<file path="src/rtl/axi4_lite_pkg.sv">
// Shared AXI4-Lite definitions: response codes plus the state and grant
// encodings of the register bridge.
package axi4_lite_pkg;

  localparam logic [1:0] RESP_OKAY   = 2'b00;
  localparam logic [1:0] RESP_SLVERR = 2'b10;

  typedef enum logic [1:0] {
    ST_IDLE = 2'd0,
    ST_REQ  = 2'd1,
    ST_RESP = 2'd2
  } bridge_state_e;

  typedef enum logic {
    GRANT_READ  = 1'b0,
    GRANT_WRITE = 1'b1
  } grant_e;

endpackage

</file>
<file path="src/rtl/axi4_if.sv">
// AXI4-Lite channel bundle shared by the AXI4-Lite blocks; payloads are
// grouped into per-channel packed structs.
interface axi4_if #(
  parameter int A = 32,
  parameter int N = 4
) ();

  typedef struct packed { logic [A-1:0] addr; } ax_t;
  typedef struct packed { logic [8*N-1:0] data; logic [N-1:0] strb; } w_t;
  typedef struct packed { logic [1:0] resp; } b_t;
  typedef struct packed { logic [8*N-1:0] data; logic [1:0] resp; } r_t;

  // Handshakes: a transfer happens on a cycle where valid & ready are both 1;
  // valid, once raised, holds with a stable payload until that cycle.
  logic arvalid, arready;
  ax_t  ar;
  logic awvalid, awready;
  ax_t  aw;
  logic wvalid, wready;
  w_t   w;
  logic bvalid, bready;
  b_t   b;
  logic rvalid, rready;
  r_t   r;

  modport slave (
    input  arvalid, ar, awvalid, aw, wvalid, w, bready, rready,
    output arready, awready, wready, bvalid, b, rvalid, r
  );

endinterface

</file>
<file path="src/rtl/axi4_lite_reg_bridge.sv">
// AXI4-Lite slave to single-outstanding req/ack register bus, with fair
// read/write arbitration and an acknowledge timeout.
module axi4_lite_reg_bridge
  import axi4_lite_pkg::*;
#(
  parameter int A       = 32,
  parameter int N       = 4,
  parameter int TIMEOUT = 255
) (
  input  logic           aclk,
  input  logic           aresetn,
  axi4_if.slave          axi4_s,
  output logic           reg_req,
  output logic           reg_wr,
  output logic [A-1:0]   reg_addr,
  output logic [8*N-1:0] reg_wdata,
  output logic [N-1:0]   reg_wstrb,
  input  logic           reg_ack,
  input  logic [8*N-1:0] reg_rdata,
  input  logic           reg_err,
  output logic [1:0]     dbg_state
);

  localparam int TW = (TIMEOUT > 0) ? $clog2(TIMEOUT + 1) : 1;
  localparam logic [TW-1:0] TMO_LAST  = TW'(TIMEOUT - 1);
  localparam logic [A-1:0]  ADDR_MASK = ~A'((1 << $clog2(N)) - 1);

  bridge_state_e   state_q, state_d;
  grant_e          last_grant;
  logic            aw_held, w_held;
  logic [A-1:0]    aw_addr_q;
  logic [8*N-1:0]  w_data_q;
  logic [N-1:0]    w_strb_q;
  logic [TW-1:0]   tmo_cnt;
  logic            bvalid_q, rvalid_q;
  logic [1:0]      bresp_q, rresp_q;
  logic [8*N-1:0]  rdata_q;
  logic            wr_pend, rd_pend, rd_grant, wr_grant, ack, tmo_exp, resp_done;

  // On a tie the request type that did not win last time is served.
  assign wr_pend   = aw_held & w_held;
  assign rd_pend   = axi4_s.arvalid;
  assign rd_grant  = (state_q == ST_IDLE) && rd_pend && (!wr_pend || last_grant == GRANT_WRITE);
  assign wr_grant  = (state_q == ST_IDLE) && wr_pend && (!rd_pend || last_grant == GRANT_READ);
  assign ack       = reg_req & reg_ack;
  assign tmo_exp   = (TIMEOUT != 0) && (state_q == ST_REQ) && !ack && (tmo_cnt == TMO_LAST);
  assign resp_done = (bvalid_q & axi4_s.bready) | (rvalid_q & axi4_s.rready);

  assign axi4_s.arready = rd_grant;
  assign axi4_s.awready = ~aw_held;
  assign axi4_s.wready  = ~w_held;
  assign axi4_s.bvalid  = bvalid_q;
  assign axi4_s.b       = bresp_q;
  assign axi4_s.rvalid  = rvalid_q;
  assign axi4_s.r       = {rdata_q, rresp_q};
  assign dbg_state      = state_q;

  always_ff @(posedge aclk or negedge aresetn) begin
    if (!aresetn) state_q <= ST_IDLE;
    else          state_q <= state_d;
  end

  always_comb begin
    state_d = state_q;
    case (state_q)
      ST_IDLE: if (rd_grant || wr_grant) state_d = ST_REQ;
      ST_REQ:  if (ack || tmo_exp)       state_d = ST_RESP;
      ST_RESP: if (resp_done)            state_d = ST_IDLE;
      default:                           state_d = ST_IDLE;
    endcase
  end

  // AW and W are buffered independently; both free up as soon as the write is granted.
  always_ff @(posedge aclk or negedge aresetn) begin
    if (!aresetn) begin
      aw_held   <= 1'b0;
      w_held    <= 1'b0;
      aw_addr_q <= '0;
      w_data_q  <= '0;
      w_strb_q  <= '0;
    end else begin
      if (wr_grant) begin
        aw_held <= 1'b0;
      end else if (axi4_s.awvalid && !aw_held) begin
        aw_held   <= 1'b1;
        aw_addr_q <= axi4_s.aw.addr;
      end
      if (wr_grant) begin
        w_held <= 1'b0;
      end else if (axi4_s.wvalid && !w_held) begin
        w_held   <= 1'b1;
        w_data_q <= axi4_s.w.data;
        w_strb_q <= axi4_s.w.strb;
      end
    end
  end

  always_ff @(posedge aclk or negedge aresetn) begin
    if (!aresetn) begin
      tmo_cnt <= '0;
    end else if (rd_grant || wr_grant) begin
      tmo_cnt <= '0;
    end else if (state_q == ST_REQ && !ack) begin
      tmo_cnt <= tmo_cnt + 1'b1;
    end
  end

  always_ff @(posedge aclk or negedge aresetn) begin
    if (!aresetn) begin
      reg_req    <= 1'b0;
      reg_wr     <= 1'b0;
      reg_addr   <= '0;
      reg_wdata  <= '0;
      reg_wstrb  <= '0;
      last_grant <= GRANT_WRITE;
      bvalid_q   <= 1'b0;
      bresp_q    <= RESP_OKAY;
      rvalid_q   <= 1'b0;
      rresp_q    <= RESP_OKAY;
      rdata_q    <= '0;
    end else if (rd_grant) begin
      reg_req    <= 1'b1;
      reg_wr     <= 1'b0;
      reg_addr   <= axi4_s.ar.addr & ADDR_MASK;
      reg_wdata  <= '0;
      reg_wstrb  <= '0;
      last_grant <= GRANT_READ;
    end else if (wr_grant) begin
      reg_req    <= 1'b1;
      reg_wr     <= 1'b1;
      reg_addr   <= aw_addr_q & ADDR_MASK;
      reg_wdata  <= w_data_q;
      reg_wstrb  <= w_strb_q;
      last_grant <= GRANT_WRITE;
    end else if (state_q == ST_REQ && (ack || tmo_exp)) begin
      // An ack in the expiry cycle takes precedence over the timeout.
      reg_req <= 1'b0;
      if (reg_wr) begin
        bvalid_q <= 1'b1;
        bresp_q  <= (ack && !reg_err) ? RESP_OKAY : RESP_SLVERR;
      end else begin
        rvalid_q <= 1'b1;
        rresp_q  <= (ack && !reg_err) ? RESP_OKAY : RESP_SLVERR;
        rdata_q  <= ack ? reg_rdata : '0;
      end
    end else if (state_q == ST_RESP) begin
      if (bvalid_q && axi4_s.bready) bvalid_q <= 1'b0;
      if (rvalid_q && axi4_s.rready) rvalid_q <= 1'b0;
    end
  end

endmodule

</file>
<file path="src/flat_wrapper.sv">
// flat-port wrapper written by rule: the top's interface ports become plain ports
module axi4_lite_reg_bridge_flat import axi4_lite_pkg::*;
#(
  parameter int A       = 32,
  parameter int N       = 4,
  parameter int TIMEOUT = 255
)
  (aclk, aresetn, reg_req, reg_wr, reg_addr, reg_wdata, reg_wstrb, reg_ack, reg_rdata, reg_err, dbg_state, axi4_s_arvalid, axi4_s_ar, axi4_s_awvalid, axi4_s_aw, axi4_s_wvalid, axi4_s_w, axi4_s_bready, axi4_s_rready, axi4_s_arready, axi4_s_awready, axi4_s_wready, axi4_s_bvalid, axi4_s_b, axi4_s_rvalid, axi4_s_r);
  axi4_if #(.A(A), .N(N)) axi4_s_i ();
  input  logic aclk;
  input  logic aresetn;
  output logic reg_req;
  output logic reg_wr;
  output logic [A-1:0] reg_addr;
  output logic [8*N-1:0] reg_wdata;
  output logic [N-1:0] reg_wstrb;
  input  logic reg_ack;
  input  logic [8*N-1:0] reg_rdata;
  input  logic reg_err;
  output logic [1:0] dbg_state;
  input wire logic [$bits(axi4_s_i.arvalid)-1:0] axi4_s_arvalid;
  input wire logic [$bits(axi4_s_i.ar)-1:0] axi4_s_ar;
  input wire logic [$bits(axi4_s_i.awvalid)-1:0] axi4_s_awvalid;
  input wire logic [$bits(axi4_s_i.aw)-1:0] axi4_s_aw;
  input wire logic [$bits(axi4_s_i.wvalid)-1:0] axi4_s_wvalid;
  input wire logic [$bits(axi4_s_i.w)-1:0] axi4_s_w;
  input wire logic [$bits(axi4_s_i.bready)-1:0] axi4_s_bready;
  input wire logic [$bits(axi4_s_i.rready)-1:0] axi4_s_rready;
  output wire logic [$bits(axi4_s_i.arready)-1:0] axi4_s_arready;
  output wire logic [$bits(axi4_s_i.awready)-1:0] axi4_s_awready;
  output wire logic [$bits(axi4_s_i.wready)-1:0] axi4_s_wready;
  output wire logic [$bits(axi4_s_i.bvalid)-1:0] axi4_s_bvalid;
  output wire logic [$bits(axi4_s_i.b)-1:0] axi4_s_b;
  output wire logic [$bits(axi4_s_i.rvalid)-1:0] axi4_s_rvalid;
  output wire logic [$bits(axi4_s_i.r)-1:0] axi4_s_r;
  assign axi4_s_i.arvalid = axi4_s_arvalid;
  assign axi4_s_i.ar = axi4_s_ar;
  assign axi4_s_i.awvalid = axi4_s_awvalid;
  assign axi4_s_i.aw = axi4_s_aw;
  assign axi4_s_i.wvalid = axi4_s_wvalid;
  assign axi4_s_i.w = axi4_s_w;
  assign axi4_s_i.bready = axi4_s_bready;
  assign axi4_s_i.rready = axi4_s_rready;
  assign axi4_s_arready = axi4_s_i.arready;
  assign axi4_s_awready = axi4_s_i.awready;
  assign axi4_s_wready = axi4_s_i.wready;
  assign axi4_s_bvalid = axi4_s_i.bvalid;
  assign axi4_s_b = axi4_s_i.b;
  assign axi4_s_rvalid = axi4_s_i.rvalid;
  assign axi4_s_r = axi4_s_i.r;
  axi4_lite_reg_bridge #(.A(A), .N(N), .TIMEOUT(TIMEOUT)) u_core (.aclk(aclk), .aresetn(aresetn), .axi4_s(axi4_s_i), .reg_req(reg_req), .reg_wr(reg_wr), .reg_addr(reg_addr), .reg_wdata(reg_wdata), .reg_wstrb(reg_wstrb), .reg_ack(reg_ack), .reg_rdata(reg_rdata), .reg_err(reg_err), .dbg_state(dbg_state));
endmodule
</file>
<file path="config.mk">
export PLATFORM = sky130hd
export DESIGN_NAME = axi4_lite_reg_bridge_flat
export DESIGN_NICKNAME = d
export VERILOG_FILES = /design/src/rtl/axi4_lite_pkg.sv /design/src/rtl/axi4_if.sv /design/src/rtl/axi4_lite_reg_bridge.sv /design/src/flat_wrapper.sv
export SDC_FILE = /design/constraint.sdc
export NUM_CORES = 1
export LEC_CHECK = 0
export CAP_MARGIN = 0
export CORE_MARGIN = 8
export CORE_UTILIZATION = 48
export DETAILED_ROUTE_END_ITERATION = 16
export HOLD_SLACK_MARGIN = 0.06
export PLACE_DENSITY = 0.85
export SYNTH_ARGS = -nofsm -noshare
export SYNTH_HDL_FRONTEND = slang
export SYNTH_SLANG_ARGS = --single-unit
</file>
<file path="constraint.sdc">
create_clock -name aclk -period 4.2 [get_ports aclk]
set_clock_uncertainty 0.2 [all_clocks]
set_input_delay 0.84 -clock aclk [delete_from_list [all_inputs] [get_ports aclk]]
set_output_delay 0.84 -clock aclk [all_outputs]
set_load 0.05 [all_outputs]
</file>
==> results.py, run 1 <==
metrics = {
    "min_path": {
        "worstHoldStart": "u_core.reg_addr[30]",
        "hp-class": "reg -> reg",
        "holdPathStages": 2,
        "min_to": "u_core.reg_addr[30]",
    },
    "timing": {
        "slew_headroom_pct": 27.3,
        "setup_violations": 0,
        "finalSetupTns_ns": 0,
        "fmax_mhz": 345,
        "hold_viol": 0,
        "period_needed_ns": 2.90,
        "finalCritPeriodShare_pct": 69.0,
        "slew_violations": 0,
        "worst_slew_pin_slew_ns": 1.09,
        "rsz0062_at_grt": "no",
    },
    "clock_tree": {
        "cts_resized": 0,
        "cts_buffer_depth": 2,
        "cts.sinks": 183,
        "ctsHtreeMaxLevel": 4,
        "clkTransAtPathRegs_ns": 0.06,
        "clk_latency_ns": 0.42,
        "cts_root_buffer": "clkbuf_16",
        "cts_hold_buf": 0,
        "cts_inserted_buffers": 17,
        "cts_tree": "built",
        "cts_setup_buffers": 0,
    },
    "detailed_routing": {
        "dr_wl_met2_um": 9940,
        "wl_per_cell_um": 20.4,
        "met3_length_um": 1710,
        "ant_nets": 0,
        "route.detailed.drc": 0,
        "wl_um": 19600,
        "first_pass_iters": 5,
        "wl_met1_um": 7490,
        "vias": 5165,
        "viasPerCell": 5.38,
        "drt-initial-drc-count": 257,
        "highest_layer": "met4",
    },
    "logic_synthesis": {
        "synth-edff-count": 0,
        "synth_top_family_by_area": "compound AO/OA/AOI/OAI gates",
        "synth_area_per_cell_um2": 13.4,
        "synth.distinct_cells": 37,
        "syn-instance-count": 524,
        "netlist_area_um2": 7030,
        "synth_compound_area_share_pct": 13.4,
        "synthTopCellsByArea": "dfrtp_1, mux2_2, a22o_1",
        "synth_fa_ha_area_share_pct": 0.356,
        "ys.warnings.count": 0,
        "synth-async-reset-ratio_pct": 100,
        "ys_ff_latch": 183,
        "synth_xor_area_share_pct": 0.747,
        "synthFlopType": "dfrtp_1",
        "yosysSeqAreaShare_pct": 65.1,
        "synthMuxAreaShare_pct": 10.6,
        "synth_top_area_share_pct": 64.8,
        "synthSimpleGateAreaFrac_pct": 6.85,
        "synth.largest_area_cell": "dfrtp_1",
    },
    "critical_path": {
        "reg2reg_to": "u_core.rdata_q[12]",
        "crit_required_ns": 3.16,
        "critPathMaxFanout": 4,
        "end_kind": "output port",
        "crit_type": "in -> out",
        "cp_data_arrival_time_ns": 1.86,
        "worst_path_largest_cell_delay_ns": 0.60,
        "path_cells": "clkdlybuf4s50_1 -> o211a_1 -> buf_12",
        "cp_slowest_cell": "clkdlybuf4s50_1",
        "ff2ff_setup_slack_ns": 1.75,
        "r2r-start": "u_core.tmo_cnt[0]",
        "critPathLaunchType": "primary input",
        "r2r_cells": 6,
    },
    "layout": {
        "syn_to_final_growth_pct": 44.7,
        "fin_nets": 907,
        "finalCoreUtilization_pct": 70.6,
        "layoutNonFillerInstCount": 960,
        "diodes": 0,
        "layout-drive-gt1-share_pct": 14.4,
    },
    "place": {
        "portBuffers": 245,
        "place.gp.congestion": 0.783,
        "hpwlAfterDp_um": 13900,
        "dp_cells": 929,
    },
    "global_route": {
        "grtUsageTotal_pct": 21.1,
        "grt_max_degree": 98,
        "grt_pass1_vias": 5749,
        "antenna_found_initial": 0,
        "grt_pass1_wl_um": 30600,
        "overflow": 0,
    },
    "power": {
        "powerDensity_nw_per_um2": 869,
        "ir_worst_vdd_v": 0.000517,
        "p_total_mw": 8.84,
        "p_leak_nw": 4.51,
    },
    "floorplan": {
        "design.die.area_um2": 18800,
        "fp.dieH_um": 137,
        "core-area_um2": 14400,
        "start_util_pct": 48.8,
        "ios": 254,
        "die_w_um": 137,
        "rows": 44,
    },
    "outcome": {
        "status": "finished clean",
    },
    "flow_run": {
        "cap_violations": 0,
    },
}
sequential cells by signal, indices dropped and copies added (netlist names), 2 cells and up:
name              flops
u_core.reg_addr      30
u_core.reg_wstrb      4
u_core.w_strb_q       4
u_core.reg_wdata     32
u_core.w_data_q      32
u_core.rdata_q       32
u_core.dbg_state      2
u_core.aw_addr_q     30
u_core.tmo_cnt        8
critical path: cells and delay by family:
kind            cells  cell delay [ns]
buf+inv             2             0.76
compound gates      1             0.26
cell families (layout without fill, tap and decap cells):
group | after synthesis | count (layout)
fa+ha+maj | 2 | 2
xor+xnor | 6 | 6
mux | 66 | 66
buf+inv | 40 | 289
simple gates | 113 | 113
flops | 183 | 183
compound gates | 113 | 113
other cells | 1 | 4
layout make-up:
type | instances | area, um2
Timing Repair Buffer | 254 | 2560
Clock inverter | 8 | 51.3
Inverter | 4 | 15.0
Tap cell | 184 | 230
Fill cell | 1016 | 4250
Multi-Input combinational cell | 304 | 2270
Clock buffer | 23 | 468
Sequential cell | 183 | 4580
where the power goes:
group / switching [mW] / internal, mW / leakage (nW)
clock network: 0.640 / 0.782 / 0.249
logic: 2.71 / 1.65 / 2.00
registers: 0.485 / 2.57 / 2.26
stage by stage:
stage | hold slack (ns) | worst slack (ns) | area (um2)
after CTS | 0.270 | 1.31 | 10200
after floorplan | 0.265 | 1.70 | 7040
final | 0.265 | 1.30 | 10200
after global placement | 0.250 | 1.23 | 9660
after detailed placement | 0.255 | 1.10 | 9660
after global routing | 0.304 | 1.28 | 10200
how the worst max path moves through the flow:
stage | endpoint | slack (ns) | startpoint | depth (start not counted)
6_report | axi4_s_arready | 1.30 | axi4_s_arvalid | 3
5_1_grt | axi4_s_arready | 1.28 | axi4_s_arvalid | 3
4_1_cts | axi4_s_arready | 1.31 | axi4_s_arvalid | 3
3_5_place_dp | u_core.rdata_q[28] | 1.10 | reg_ack | 5
3_3_place_gp | u_core.rdata_q[16] | 1.23 | reg_ack | 5
2_1_floorplan | axi4_s_arready | 1.70 | u_core.dbg_state[0] | 3
routing by layer:
layer / global-route usage, % / vias up
li1: - / 2340
met1: 23.4 / 2593
met2: 35.6 / 200
met3: 8.00 / 32
met4: 9.11 / 0
met5: 0 / -
synth_stat cells, drive strengths merged (2+ instances only):
| cell type | instances |
|---|---|
| a21oi | 4 |
| a22o | 68 |
| a22oi | 30 |
| a31oi | 4 |
| and2 | 2 |
| and2b | 3 |
| buf | 29 |
| clkbuf | 7 |
| dfrtp | 182 |
| ha | 2 |
| inv | 4 |
| mux2 | 66 |
| nand2 | 74 |
| nand3 | 5 |
| nand4 | 2 |
| nor2 | 17 |
| nor3 | 4 |
| nor4 | 2 |
| o21ai | 2 |
| xnor2 | 5 |
cell usage in the layout (no fill, tap or decap), types with 5 or more instances in the layout:
| master | instances |
|---|---|
| dfrtp_1 | 182 |
| nand3_1 | 5 |
| nor2_1 | 17 |
| mux2_2 | 66 |
| a22oi_1 | 30 |
| clkdlybuf4s50_1 | 243 |
| clkbuf_16 | 17 |
| xnor2_1 | 5 |
| buf_4 | 7 |
| a22o_1 | 68 |
| nand2_1 | 73 |
No activity file was read; power rests on OpenSTA's default activity.
==> run 2: changes to the inputs <==
Settings changed: CORE_UTILIZATION 48 to 45, PLACE_DENSITY 0.85 to 0.81.
Clock period 4.2 ns to 2.96 ns, I/O delays scaled along.
==> run 2 against run 1 <==
Against the previous run:
- non-clock buffer count increased by 6
- core utilization decreased by 2.6 points
- via count increased by 0.95%
- setup slack got worse by 0.94 ns
- first-iteration DRC count decreased by 7.0%
- total power increased by 45%
- routed wire length decreased by 1.0%
- final cell count increased by 3.4%
- sequential cell count unchanged
- worst hold slack improved by 0.0058 ns
- critical endpoint is now reg_wr
- largest power group unchanged
- highest routed layer unchanged
==> results.py, run 2 (synthesized netlist as in run 1, its figures left out) <==
metrics = {
    "clock_tree": {
        "clk_latency_ns": 0.42,
        "cts_resized": 0,
        "cts_root_buffer": "clkbuf_16",
        "clkTransAtPathRegs_ns": 0.07,
        "cts.sinks": 183,
        "cts_tree": "built",
        "cts_setup_buffers": 0,
        "cts_inserted_buffers": 17,
        "cts_hold_buf": 1,
        "ctsHtreeMaxLevel": 4,
        "cts_buffer_depth": 2,
    },
    "power": {
        "powerDensity_nw_per_um2": 1240,
        "ir_worst_vdd_v": 0.000792,
        "p_total_mw": 12.8,
        "p_leak_nw": 4.58,
    },
    "floorplan": {
        "die_w_um": 141,
        "ios": 254,
        "start_util_pct": 46.1,
        "design.die.area_um2": 19900,
        "fp.dieH_um": 141,
        "core-area_um2": 15300,
        "rows": 45,
    },
    "critical_path": {
        "crit_path_end": "reg_wr",
        "end_kind": "output port",
        "critPathMaxFanout": 7,
        "cp_data_arrival_time_ns": 1.80,
        "cp_top_family": "buffers and inverters",
        "path_buf_inv": 1,
        "ff2ff_setup_slack_ns": 0.98,
        "critPathLaunchType": "flip-flop",
        "r2r-start": "u_core.dbg_state[0]",
        "worstSetupStartpoint": "u_core.reg_wr",
        "worst_path_largest_cell_delay_ns": 0.88,
        "r2r_cells": 5,
        "crit_required_ns": 2.17,
        "reg2reg_to": "u_core.reg_addr[19]",
        "crit_type": "reg -> out",
        "cp.depth": 1,
        "path_cells": "clkdlybuf4s50_1",
        "cp_slowest_cell": "clkdlybuf4s50_1",
    },
    "detailed_routing": {
        "viasPerCell": 5.25,
        "route.detailed.drc": 0,
        "wl_per_cell_um": 19.5,
        "ant_nets": 0,
        "first_pass_iters": 5,
        "drt-initial-drc-count": 239,
        "wl_um": 19400,
        "vias": 5214,
    },
    "flow_run": {
        "cap_violations": 0,
    },
    "timing": {
        "hold_viol": 0,
        "setup_violations": 0,
        "period_needed_ns": 2.59,
        "finalCritPeriodShare_pct": 87.6,
        "fmax_mhz": 386,
        "slew_violations": 0,
        "worst_slew_pin_slew_ns": 0.641,
        "slew_headroom_pct": 57.3,
        "rsz0062_at_grt": "no",
        "finalSetupTns_ns": 0,
    },
    "layout": {
        "final_common_cell": "clkdlybuf4s50_1",
        "layout_common_cells": "clkdlybuf4s50_1, dfrtp_1, nand2_1, a22o_1, mux2_2",
        "layout-drive-gt1-share_pct": 15.0,
        "syn_to_final_growth_pct": 47.4,
        "fin_nets": 913,
        "top_regs": "u_core.rdata_q x32, u_core.reg_wdata x32, u_core.w_data_q x32",
        "diodes": 0,
        "finalCoreUtilization_pct": 67.9,
    },
    "global_route": {
        "grt_max_degree": 68,
        "use_met1_pct": 22.4,
        "antenna_found_initial": 0,
        "grtUsageTotal_pct": 19.8,
        "grt_pass1_vias": 5797,
        "met2_usage_pct": 33.1,
        "gr-usage-met3_pct": 8.98,
        "busiest_layer": "met2",
        "overflow": 0,
        "grt_pass1_wl_um": 31400,
    },
    "place": {
        "hpwlAfterDp_um": 13700,
        "portBuffers": 245,
        "place.gp.congestion": 0.790,
    },
    "min_path": {
        "holdPathStages": 2,
        "hp-class": "reg -> reg",
        "worstHoldStart": "u_core.reg_addr[15]",
    },
    "outcome": {
        "status": "finished clean",
    },
}
==> run 2: cell types whose count changed in the layout (fill, tap and decap cells not counted), sizes merged <==
cell         change
buf              +5
bufinv           +3
clkinv           -3
clkbuf           +1
clkinvlp         -1
dlygate4sd3      +1
==> run 2: final cells by class <==
type                    instances  area (um2)
clock inverters                 7         119
clock buffers                  24         482
fillers                      1129        4890
well taps                     211         264
inverters                       4        15.0
flip-flops and latches        183        4580
multi-input cells             304        2270
repair buffers                260        2630
==> run 2: stage by stage <==
step / hold slack, ns / worst slack [ns] / area [um2] / instances
floorplan: 0.0964 / 0.712 / 7040 / 527
global placement: 0.248 / 0.500 / 9750 / 961
detailed placement: 0.256 / 0.444 / 9750 / 961
CTS: 0.275 / 0.341 / 10400 / 993
global route: 0.297 / 0.287 / 10400 / 993
finish: 0.270 / 0.366 / 10400 / 993
==> run 2: power by group <==
part           switching, mW  internal, mW  total [mW]
Clock                  0.914          1.39        2.31
Sequential             0.691          3.64        4.33
Combinational           3.83          2.36        6.19
Total                   5.43          7.40        12.8
==> run 2: layer usage <==
layer | routed length (um) | part of all wire (%) | vias to the layer above
met1 | 7440 | 38 | 2634
met4 | 251 | 1.3 | 0
li1 | - | - | 2364
met2 | 9800 | 51 | 196
met3 | 1890 | 9.8 | 20
met5 | 0 | 0 | -
==> run 2: how the worst min path moves through the flow <==
| stage | end | slack, ns |
|---|---|---|
| after floorplan | u_core.aw_addr_q[10] | 0.1 |
| after global placement | u_core.reg_addr[22] | 0.25 |
| after detailed placement | u_core.reg_addr[16] | 0.26 |
| after CTS | u_core.reg_addr[15] | 0.27 |
| after global routing | u_core.reg_addr[10] | 0.30 |
| final | u_core.reg_addr[15] | 0.27 |
==> run 3: changes to the inputs <==
Settings changed: REMOVE_ABC_BUFFERS from default to 1.
==> run 3 against run 2 <==
Against the previous run:
- first-iteration DRC count rose by 30%
- clock power fell by 7%
- global-route usage rose by 0.73 points
- final area fell by 0.58%
- sequential power barely moved
- combinational power barely moved
- critical path type unchanged
- critical endpoint is now dbg_state[1]
- largest cell class unchanged
- largest power group unchanged
==> results.py, run 3 (synthesized netlist as in run 1, its figures left out) <==
metrics = {
    "critical_path": {
        "path_cells": "clkdlybuf4s50_1",
        "crit_type": "reg -> out",
        "critPathLaunchType": "flip-flop",
        "critPathMaxFanout": 6,
        "cp_slowest_cell": "clkdlybuf4s50_1",
        "worst_path_largest_cell_delay_ns": 0.88,
        "cp_data_arrival_time_ns": 1.82,
        "crit_required_ns": 2.17,
        "path_buf_inv": 1,
        "end_kind": "output port",
        "ff2ff_setup_slack_ns": 0.93,
        "cp_top_family": "buffers and inverters",
    },
    "layout": {
        "layout-drive-gt1-share_pct": 15.4,
        "final_area_um2": 10300,
        "nFillCells": 1105,
        "multi_input_area_um2": 2270,
        "regArea_um2": 4580,
        "syn_to_final_growth_pct": 46.5,
        "fin_nets": 911,
        "diodes": 0,
        "final_common_cell": "clkdlybuf4s50_1",
        "top_regs": "u_core.rdata_q x32, u_core.reg_wdata x32, u_core.w_data_q x32",
        "layout_common_cells": "clkdlybuf4s50_1, dfrtp_1, nand2_1, a22o_1, mux2_2",
    },
    "timing": {
        "slew_violations": 0,
        "fmax_mhz": 383,
        "hold_viol": 0,
        "setup_slack_ns": 0.346,
        "finalCritPeriodShare_pct": 88.3,
        "worst_slew_pin_slew_ns": 0.614,
        "setup_violations": 0,
        "finalSetupTns_ns": 0,
        "period_needed_ns": 2.61,
        "rsz0062_at_grt": "no",
        "slew_headroom_pct": 59.1,
    },
    "clock_tree": {
        "cts_inserted_buffers": 17,
        "clk_latency_ns": 0.41,
        "cts_resized": 0,
        "cts_buffer_depth": 2,
        "cts_hold_buf": 1,
        "cts_tree": "built",
        "cts_setup_buffers": 0,
        "cts_root_buffer": "clkbuf_16",
        "clkTransAtPathRegs_ns": 0.07,
        "cts.sinks": 183,
        "ctsHtreeMaxLevel": 4,
    },
    "floorplan": {
        "ios": 254,
        "fp.dieH_um": 141,
        "start_util_pct": 46.1,
        "core-area_um2": 15300,
        "rows": 45,
        "die_w_um": 141,
        "design.die.area_um2": 19900,
    },
    "global_route": {
        "met2_usage_pct": 32.6,
        "use_met1_pct": 24.4,
        "antenna_found_initial": 0,
        "grt_pass1_wl_um": 31900,
        "busiest_layer": "met2",
        "grtUsageTotal_pct": 20.6,
        "overflow": 0,
        "grt_pass1_vias": 5740,
        "gr-usage-met3_pct": 8.68,
        "grt_max_degree": 67,
    },
    "power": {
        "p_leak_nw": 4.56,
        "ir_worst_vdd_v": 0.000632,
        "powerDensity_nw_per_um2": 1230,
    },
    "place": {
        "portBuffers": 245,
        "hpwlAfterDp_um": 14800,
        "place.gp.congestion": 0.829,
        "postPlaceCellArea_um2": 9730,
        "pre_cts_ws_ns": 0.434,
    },
    "detailed_routing": {
        "route.detailed.drc": 0,
        "drt-initial-drc-count": 311,
        "wl_per_cell_um": 20.5,
        "wl_um": 20300,
        "ant_nets": 0,
        "viasPerCell": 5.33,
        "vias": 5290,
        "first_pass_iters": 7,
    },
    "flow_run": {
        "cap_violations": 0,
    },
    "outcome": {
        "status": "finished clean",
    },
    "min_path": {
        "hp-class": "reg -> reg",
    },
}
-- run 3: changes by cell type in the layout (fill, tap and decap cells not counted), sizes merged --
cell and delta:
inv +1, clkbuf -4, clkinv +6, bufinv -2, buf -2
-- run 3: path summary, 6_finish.rpt --
| path | from | endpoint | cells past startpoint |
|---|---|---|---|
| hold / removal | u_core.reg_addr[15] | u_core.reg_addr[15] | 2 |
| setup / recovery | u_core.dbg_state[1] | dbg_state[1] | 1 |
| max in group asynchronous | aresetn | u_core.w_data_q[31] | 3 |
| hold reg to reg | u_core.reg_addr[15] | u_core.reg_addr[15] | 2 |
| setup reg to reg | u_core.dbg_state[1] | u_core.reg_addr[23] | 5 |
| min in group asynchronous | aresetn | u_core.rdata_q[23] | 2 |
-- run 3: through the flow --
step	cells	hold WS, ns	util (%)	total power, mW
floorplan	491	0.0964	-	8.24
global placement	959	0.251	63.7	10.4
detailed placement	959	0.258	63.7	10.6
CTS	992	0.272	67.5	12.8
global route	992	0.286	67.5	13.3
finish	992	0.268	67.5	12.7
-- run 3: layout make-up --
class                      count  share of cell area (%)
clock buffer                  20                    4.53
clock inverter                12                   0.984
inverter                       4                   0.146
multi-input combinational    304                    22.1
sequential                   183                    44.5
tap                          211                    2.56
timing repair buffer         258                    25.2
-- run 3: worst register-to-register path, delay by kind of cell (launching register included) --
| kind | cells | cell delay, ns |
|---|---|---|
| flops | 1 | 0.49 |
| buf+inv | 1 | 0.40 |
| simple gates | 2 | 0.41 |
| compound gates | 2 | 0.47 |
-- run 3: metal layers --
layer	vias to the layer above	wire length [um]
li1	2363	-
met1	2667	8230
met2	231	9610
met3	29	2010
met4	0	442
met5	-	0
-- run 3: where the power goes --
part | total [mW] | internal (mW) | switching, mW
logic | 6.21 | 2.34 | 3.87
clock network | 2.15 | 1.22 | 0.929
registers | 4.34 | 3.64 | 0.699
total | 12.7 | 7.20 | 5.49
